### src/rtl/debounce_toggle_req_pkg.sv
// Shared types and helpers for the button debounce / toggle-request slice.
// State encoding, accepted-edge selection codes and counter sizing.
package debounce_toggle_req_pkg;

    typedef enum logic [1:0] {
        ST_IDLE         = 2'd0,
        ST_PRESS_WAIT   = 2'd1,
        ST_PRESSED      = 2'd2,
        ST_RELEASE_WAIT = 2'd3
    } state_t;

    localparam int EDGE_PRESS   = 0;
    localparam int EDGE_RELEASE = 1;
    localparam int EDGE_BOTH    = 2;

    // Enough bits to hold the qualification count without wrapping.
    function automatic int cnt_width(input int cycles);
        return $clog2(cycles + 1);
    endfunction

endpackage

### src/rtl/debounce_toggle_req_bit_sync.sv
// Multi-flop synchronizer for a single asynchronous bit; latency STAGES cycles.
// No backpressure; the chain is a pure delay line with asynchronous reset to 0.
module bit_sync #(
    parameter int STAGES = 2
) (
    input  logic clk,
    input  logic reset,
    input  logic d,
    output logic q
);

    logic [STAGES-1:0] sync_d;
    logic [STAGES-1:0] sync_q;

    always_comb begin
        sync_d = {sync_q[STAGES-2:0], d};
    end

    always_ff @(posedge clk or posedge reset) begin
        if (reset) begin
            sync_q <= '0;
        end else begin
            sync_q <= sync_d;
        end
    end

    assign q = sync_q[STAGES-1];

endmodule

### src/rtl/debounce_toggle_req.sv
// Debounces a raw button into a registered level and a one-cycle toggle request.
// Latency SYNC_STAGES+DEBOUNCE_CYCLES cycles; no backpressure, pulses are fire-and-forget.
module debounce_toggle_req
    import debounce_toggle_req_pkg::*;
#(
    parameter int SYNC_STAGES     = 2,
    parameter int DEBOUNCE_CYCLES = 16,
    parameter int EDGE_SEL        = 0
) (
    input  logic clk,
    input  logic reset,
    input  logic btn_in,
    output logic t_pulse,
    output logic btn_level
);

    localparam int CNT_W = cnt_width(DEBOUNCE_CYCLES);
    localparam logic [CNT_W-1:0] CNT_MAX = CNT_W'(DEBOUNCE_CYCLES - 1);
    localparam logic [CNT_W-1:0] CNT_ONE = CNT_W'(1);

    logic             sync_q;
    state_t           state_d, state_q;
    logic [CNT_W-1:0] cnt_d, cnt_q;
    logic             t_pulse_d, t_pulse_q;
    logic             btn_level_d, btn_level_q;
    logic             press_acc, release_acc;

    bit_sync #(
        .STAGES (SYNC_STAGES)
    ) u_bit_sync (
        .clk   (clk),
        .reset (reset),
        .d     (btn_in),
        .q     (sync_q)
    );

    always_ff @(posedge clk or posedge reset) begin
        if (reset) begin
            state_q     <= ST_IDLE;
            cnt_q       <= '0;
            t_pulse_q   <= 1'b0;
            btn_level_q <= 1'b0;
        end else begin
            state_q     <= state_d;
            cnt_q       <= cnt_d;
            t_pulse_q   <= t_pulse_d;
            btn_level_q <= btn_level_d;
        end
    end

    // Any opposite sample inside a WAIT state falls back to the stable state.
    always_comb begin
        state_d = state_q;
        cnt_d   = '0;
        unique case (state_q)
            ST_IDLE: begin
                if (sync_q) begin
                    state_d = ST_PRESS_WAIT;
                    cnt_d   = CNT_ONE;
                end
            end
            ST_PRESS_WAIT: begin
                if (!sync_q) begin
                    state_d = ST_IDLE;
                end else if (cnt_q == CNT_MAX) begin
                    state_d = ST_PRESSED;
                end else begin
                    cnt_d = cnt_q + CNT_ONE;
                end
            end
            ST_PRESSED: begin
                if (!sync_q) begin
                    state_d = ST_RELEASE_WAIT;
                    cnt_d   = CNT_ONE;
                end
            end
            ST_RELEASE_WAIT: begin
                if (sync_q) begin
                    state_d = ST_PRESSED;
                end else if (cnt_q == CNT_MAX) begin
                    state_d = ST_IDLE;
                end else begin
                    cnt_d = cnt_q + CNT_ONE;
                end
            end
            default: begin
                state_d = ST_IDLE;
            end
        endcase
    end

    always_comb begin
        press_acc   = (state_q == ST_PRESS_WAIT) && sync_q && (cnt_q == CNT_MAX);
        release_acc = (state_q == ST_RELEASE_WAIT) && !sync_q && (cnt_q == CNT_MAX);

        btn_level_d = btn_level_q;
        if (press_acc) begin
            btn_level_d = 1'b1;
        end else if (release_acc) begin
            btn_level_d = 1'b0;
        end

        t_pulse_d = 1'b0;
        case (EDGE_SEL)
            EDGE_PRESS:   t_pulse_d = press_acc;
            EDGE_RELEASE: t_pulse_d = release_acc;
            EDGE_BOTH:    t_pulse_d = press_acc || release_acc;
            default:      t_pulse_d = 1'b0;
        endcase
    end

    assign t_pulse   = t_pulse_q;
    assign btn_level = btn_level_q;

endmodule

### config.mk
export PLATFORM = sky130hd
export DESIGN_NAME = debounce_toggle_req
export DESIGN_NICKNAME = d
export VERILOG_FILES = /design/src/rtl/debounce_toggle_req_pkg.sv /design/src/rtl/debounce_toggle_req_bit_sync.sv /design/src/rtl/debounce_toggle_req.sv
export SDC_FILE = /design/constraint.sdc
export NUM_CORES = 1
export LEC_CHECK = 0
export ABC_AREA = 1
export CAP_MARGIN = 5
export CORE_AREA = 5 5 42 44
export CTS_CLUSTER_DIAMETER = 50
export DETAILED_ROUTE_END_ITERATION = 8
export DIE_AREA = 0 0 47 49
export GPL_ROUTABILITY_DRIVEN = 0
export REMOVE_ABC_BUFFERS = 1
export SKIP_LAST_GASP = 1
export SYNTH_ARGS = -nofsm -noshare
export SYNTH_HDL_FRONTEND = slang
export SYNTH_SLANG_ARGS = --single-unit
export TNS_END_PERCENT = 20
### constraint.sdc
create_clock -name clk -period 3.3 [get_ports clk]
set_input_delay 0.66 -clock clk [delete_from_list [all_inputs] [get_ports clk]]
set_output_delay 0.66 -clock clk [all_outputs]
set_load 0.005 [all_outputs]
==> qor.txt, run 1 <==
CP Max Fanout -> 2
Worst EP required -> 2640 ps
Count leader, synth -> dfrtp_1
Status -> finished clean
GRT Overall Usage -> 7.138%
Power Dens Cells -> 452.5 nW/µm²
RSZ-0062 raised after global routing -> false
Nets -> 59
Core area -> 1401 µm²
# IOs -> 5
Worst VDD drop -> 0.0003000 V
Clock Sinks -> 11
Routed vias/inst -> 4.214
Post-synth top cells -> dfrtp_1, inv_1, nor2_1
Slew @ Worst Pin -> 406.6 ps
Initial antenna violation count -> 0
Length of the first detailed-routing pass in iterations -> 2
Combinational power share -> 4.8%
Syn Std Cell Area -> 454.2 µm²
CP delay by family, top -> buffers and inverters
Path type of the worst min-delay path -> register to register
Post-synth EDFFs -> 0
Layout cells sized above 1 -> 11.11%
LEAKAGE -> 0.2684 nW
Yosys top cell by area -> dfrtp_1
Reg clk slew, reported paths -> 70 ps
Setup violations, final -> 0
Final min period -> 1774 ps
Hold Vio Cnt, Final -> 0
Skew final -> 4.053 ps
Via count -> 295
Die Footprint -> 2303 µm²
Sequence of cells on the critical path -> clkdlybuf4s50_1
Clk buf depth -> 2
Diodes inserted -> 0
Async S/R FF share, synth -> 100.0%
Non-Filler Instances -> 70
Tot Pwr -> 0.2446 mW
First-pass GRT wire length -> 1159 µm
Final Max Tran Viols -> 0
Post-CTS setup buffers -> 0
Int Pwr -> 0.1901 mW
Num CTS Buffers -> 3
# hold bufs at CTS -> 0
Chip Height -> 49 µm
Final worst path period share -> 53.76%
Area share of the largest cell type after synthesis -> 60.61%
Synth Register Bits -> 11
Layout area overhead -> 19.01%
Net Sw Power -> 0.05451 mW
CTS tree -> done
DP Area -> 514.2 µm²
DR iter-0 viols -> 8
Wire per inst -> 9.414 µm
Port bufs -> 4
Mapped Cells -> 46
Unique cell type count in the Yosys netlist -> 13
Clock Root Buffer -> clkbuf_4
Chip Width -> 47 µm
Switch share -> 22.29%
Worst Setup Start Kind -> register
Sequential fraction of the synthesis area -> 60.61%
H-tree Lvls -> 1
Most used DFF post-synth -> dfrtp_1
Cells after DPL -> 66
CP Capture Type -> primary output
Syn_area_per_cell -> 9.874 µm²
Final Cell Area -> 540.5 µm²
Crit path DAT -> 1110 ps
Buf+Inv Stages, Crit Path -> 1
Post-route setup TNS -> 0 ps
Pin count of the biggest net entering global routing -> 12
CP max-delay cell -> clkdlybuf4s50_1
Synth area leaders -> dfrtp_1, nand3_1, inv_1, nor2_1, nand2_1
# DRC -> 0
MaxCap Viol Count -> 0
Antenna viol nets, final -> 0
Core Rows -> 14
Clock power share -> 37.3%
Total gr overflow -> 0
CP peak stage delay -> 500 ps
Filler cells -> 151
DRT Wirelength -> 659 µm
Setup CP Type -> register to primary output
Vias in the first global route -> 284
Fmax -> 0.5636 GHz
Yosys warns -> 0
Worst slew margin -> 72.86%
Reg power frac -> 57.9%
Initial core utilization -> 32.41%
Detailed placement HPWL -> 477.6 µm
Post-cts resize count -> 0
Clock Latency Late Sink -> 270 ps
[power by group through the flow]
stage | clock network (mW) | logic, mW | registers (mW)
2_1_floorplan | 0 | 0.00804 | 0.144
3_3_place_gp | 0 | 0.0118 | 0.144
3_5_place_dp | 0 | 0.0120 | 0.144
4_1_cts | 0.0950 | 0.0122 | 0.142
5_1_grt | 0.100 | 0.0138 | 0.142
6_report | 0.0912 | 0.0118 | 0.142
[flip-flops by register name, indices dropped and copies added (netlist names), named ones only]
name,cells
t_pulse,1
state_q,1
u_bit_sync.sync_q,2
btn_level,1
cnt_q,5
[path summary, 6_finish.rpt]
| kind | startpoint | to | slack [ps] | cells after the start |
|---|---|---|---|---|
| min in group asynchronous | reset | cnt_q[0] | 670 | 2 |
| max in group asynchronous | reset | u_bit_sync.sync_q[0] | 2340 | 2 |
| hold reg to reg | u_bit_sync.sync_q[0] | u_bit_sync.sync_q[1] | 350 | 0 |
| hold / removal | u_bit_sync.sync_q[0] | u_bit_sync.sync_q[1] | 350 | 0 |
| setup reg to reg | cnt_q[0] | cnt_q[0] | 2100 | 6 |
| setup / recovery | btn_level | btn_level | 1530 | 1 |
[cell usage in the layout (no fill, tap or decap)]
cell type,count
clkbuf_4,3
nand2_1,6
nand3_1,6
nand4_1,1
inv_1,8
nand2_2,1
o21ai_0,1
xor2_2,1
clkdlybuf4s50_1,4
nor2_2,1
clkbuf_1,1
xor2_1,1
ha_1,1
nor2_1,7
dfrtp_1,11
xnor2_1,1
[cell type report]
type / count / area [µm²] / share of cell area, %
clock buffer: 4 / 26.28 / 4.861
timing repair buffer: 4 / 40.04 / 7.407
inverter: 8 / 30.03 / 5.556
sequential: 11 / 275.3 / 50.93
tap: 16 / 20.02 / 3.704
multi-input combinational: 27 / 148.9 / 27.55
[routing by layer]
layer	wire length (µm)	vias up	share of wire (%)	track usage, %
li1	-	158	-	-
met1	328	130	50	9.862
met2	279	5	42	8.824
met3	26	2	3.9	2.214
met4	24	0	3.6	5.530
met5	0	-	0	0
[logic make-up after synthesis]
group,share of synthesized area (%)
AND/OR/NAND/NOR,21.49
AO/OA/AOI/OAI,1.101
flip-flops,60.61
XOR/XNOR,7.440
adder cells (fa/ha/maj),2.754
buffers and inverters,6.612
[metrics by stage]
stage	utilization, %	hold slack (ps)	setup slack [ps]
floorplan	-	331.2	2252
global placement	36.70	336.2	1825
detailed placement	36.70	341.3	1804
CTS	38.57	356.8	1508
global route	38.57	369.7	1483
finish	38.57	353.5	1526
Note: power is estimated with default switching activity, not from simulation.
==> run 2: changes to the inputs <==
==> constraint.sdc (replaced) <==
create_clock -name clk -period 1.4 [get_ports clk]
set_input_delay 0.28 -clock clk [delete_from_list [all_inputs] [get_ports clk]]
set_output_delay 0.28 -clock clk [all_outputs]
set_load 0.005 [all_outputs]
==> run 2 against run 1 <==
Against the previous run: sequential share of layout area down 0.12 points; critical path depth unchanged; combinational power grew 130%; cell count unchanged; clock power rose by 130%; clock skew down 1.7 ps; critical path type unchanged; highest routed layer unchanged.
==> qor.txt, run 2 (synthesis results as in run 1) <==
Top Registers -> cnt_q x5, u_bit_sync.sync_q x2
Total gr overflow -> 0 (unchanged)
Routed vias/inst -> 4.357 (+3.4%)
Layout area overhead -> 19.28%
Hold Vio Cnt, Final -> 0 (unchanged)
Diodes inserted -> 0 (unchanged)
Detailed placement HPWL -> 518.2 µm (+8.5%)
Via count -> 305 (+3.4%)
Status -> finished clean
Final worst path period share -> 86.07%
Wire per inst -> 10.31 µm (+9.6%)
Setup CP Type -> register to primary output
Core Util, Final -> 38.66% (+0.089 points)
Layout cells sized above 1 -> 11.11% (unchanged)
H-tree Lvls -> 1 (unchanged)
MaxCap Viol Count -> 0 (unchanged)
Length of the first detailed-routing pass in iterations -> 3 (+1)
Clock Root Buffer -> clkbuf_4
Pin count of the biggest net entering global routing -> 12 (unchanged)
DP Area -> 514.2 µm² (unchanged)
Crit path DAT -> 920 ps (-190 ps)
RSZ-0062 raised after global routing -> false
Worst Setup Start Kind -> register
Antenna viol nets, final -> 0 (unchanged)
Skew final -> 2.356 ps (-1.697 ps)
Vias in the first global route -> 286 (+0.70%)
Final Cell Area -> 541.8 µm² (+0.23%)
Clock Sinks -> 11 (unchanged)
DR iter-0 viols -> 10 (+2)
Final Max Tran Viols -> 0 (unchanged)
Reg clk slew, reported paths -> 70 ps (about the same)
Core Rows -> 14 (unchanged)
Die Footprint -> 2303 µm² (unchanged)
Worst VDD drop -> 0.0004718 V (+57%)
Fmax -> 0.8299 GHz
Sequence of cells on the critical path -> dlygate4sd2_1
Non-Filler Instances -> 70 (unchanged)
Cells after DPL -> 66 (unchanged)
Largest Register -> cnt_q
Power Dens Cells -> 1060 nW/µm² (+130%)
Worst slew margin -> 71.94% (-0.92 points)
Setup WS pre-CTS -> 221.6 ps (-1582 ps)
Num CTS Buffers -> 3 (unchanged)
Commonest non-fill, non-tap cell in the layout -> dfrtp_1
Setup ws final -> 195.0 ps (-1331 ps)
Port bufs -> 4 (unchanged)
Chip Height -> 49 µm (unchanged)
CTS tree -> done
Nets -> 59 (unchanged)
Path type of the worst min-delay path -> input port to asynchronous set/reset pin
GRT Overall Usage -> 7.714% (+0.58 points)
Final min period -> 1205 ps
CP Max Fanout -> 2 (unchanged)
Filler cells -> 148 (-2.0%)
Initial antenna violation count -> 0 (unchanged)
Core area -> 1401 µm² (unchanged)
Setup violations, final -> 0 (unchanged)
# IOs -> 5 (unchanged)
CP delay by family, top -> flip-flops
Post-CTS setup buffers -> 0 (unchanged)
DRT Wirelength -> 722 µm (+9.6%)
Most frequent cells in the layout -> dfrtp_1, inv_1, nor2_1, nand3_1, nand2_1
Area of the multi-input gates -> 148.9 µm² (unchanged)
Clock Latency Late Sink -> 270 ps (about the same)
Post-route setup TNS -> 0 ps (unchanged)
Chip Width -> 47 µm (unchanged)
# DRC -> 0 (unchanged)
Initial core utilization -> 32.41% (unchanged)
CP Capture Type -> primary output
CP max-delay cell -> dfrtp_1
Slew @ Worst Pin -> 420.4 ps (+13.84 ps)
Clk buf depth -> 2 (unchanged)
CP peak stage delay -> 390 ps (-110 ps)
First-pass GRT wire length -> 1159 µm (unchanged)
Buf+Inv Stages, Crit Path -> 1 (unchanged)
Seq. cell area -> 275.3 µm² (unchanged)
Worst EP required -> 1120 ps (-1520 ps)
LEAKAGE -> 0.2921 nW (+8.8%)
Max FFs per register -> 5 (unchanged)
run 2: changes by cell type in the layout (fill, tap and decap cells not counted), sizes merged:
cell,before,now
clkdlybuf4s50,4,2
dlymetal6s2s,0,1
dlygate4sd2,0,1
run 2: layout make-up:
type                       instances  area share, %
multi-input combinational         27          27.48
sequential                        11          50.81
clock buffer                       4          4.850
timing repair buffer               4          7.621
tap                               16          3.695
inverter                           8          5.543
run 2: routing by layer:
metal | GRT usage [%] | share of wire (%) | vias up
li1 | - | - | 154
met4 | 9.677 | 5.5 | 0
met3 | 2.214 | 4.0 | 5
met1 | 8.276 | 42 | 140
met5 | 0 | 0 | -
met2 | 10.18 | 48 | 6
run 2: worst paths after layout:
path / startpoint / endpoint / slack, ps / cells after the start
min in group clk: u_bit_sync.sync_q[0] / u_bit_sync.sync_q[1] / 360 / 0
worst max register to register: cnt_q[0] / state_q[0] / 200 / 6
max in group asynchronous: reset / t_pulse / 810 / 2
worst min register to register: u_bit_sync.sync_q[0] / u_bit_sync.sync_q[1] / 360 / 0
worst min-delay path: reset / state_q[0] / 300 / 2
worst max-delay path: btn_level / btn_level / 200 / 1
run 2: report_power, final:
part | internal [mW] | switching [mW]
logic | 0.0119 | 0.0156
clock network | 0.110 | 0.103
registers | 0.326 | 0.00805
run 2: repair_timing:
action / CTS / global route
cloned: 0 / 0
resized for setup: 1 / 1
hold buffers: 0 / 0
endpoints found under the setup margin: 1 / 1
endpoints found under the hold margin: 0 / 0
run 2: per-stage QoR:
stage          power, mW  hold slack, ps
3_5_place_dp      0.3678           338.8
2_1_floorplan     0.3573           132.4
6_report          0.5745           296.7
5_1_grt           0.6024           326.1
3_3_place_gp      0.3678           337.5
4_1_cts           0.5835           301.8
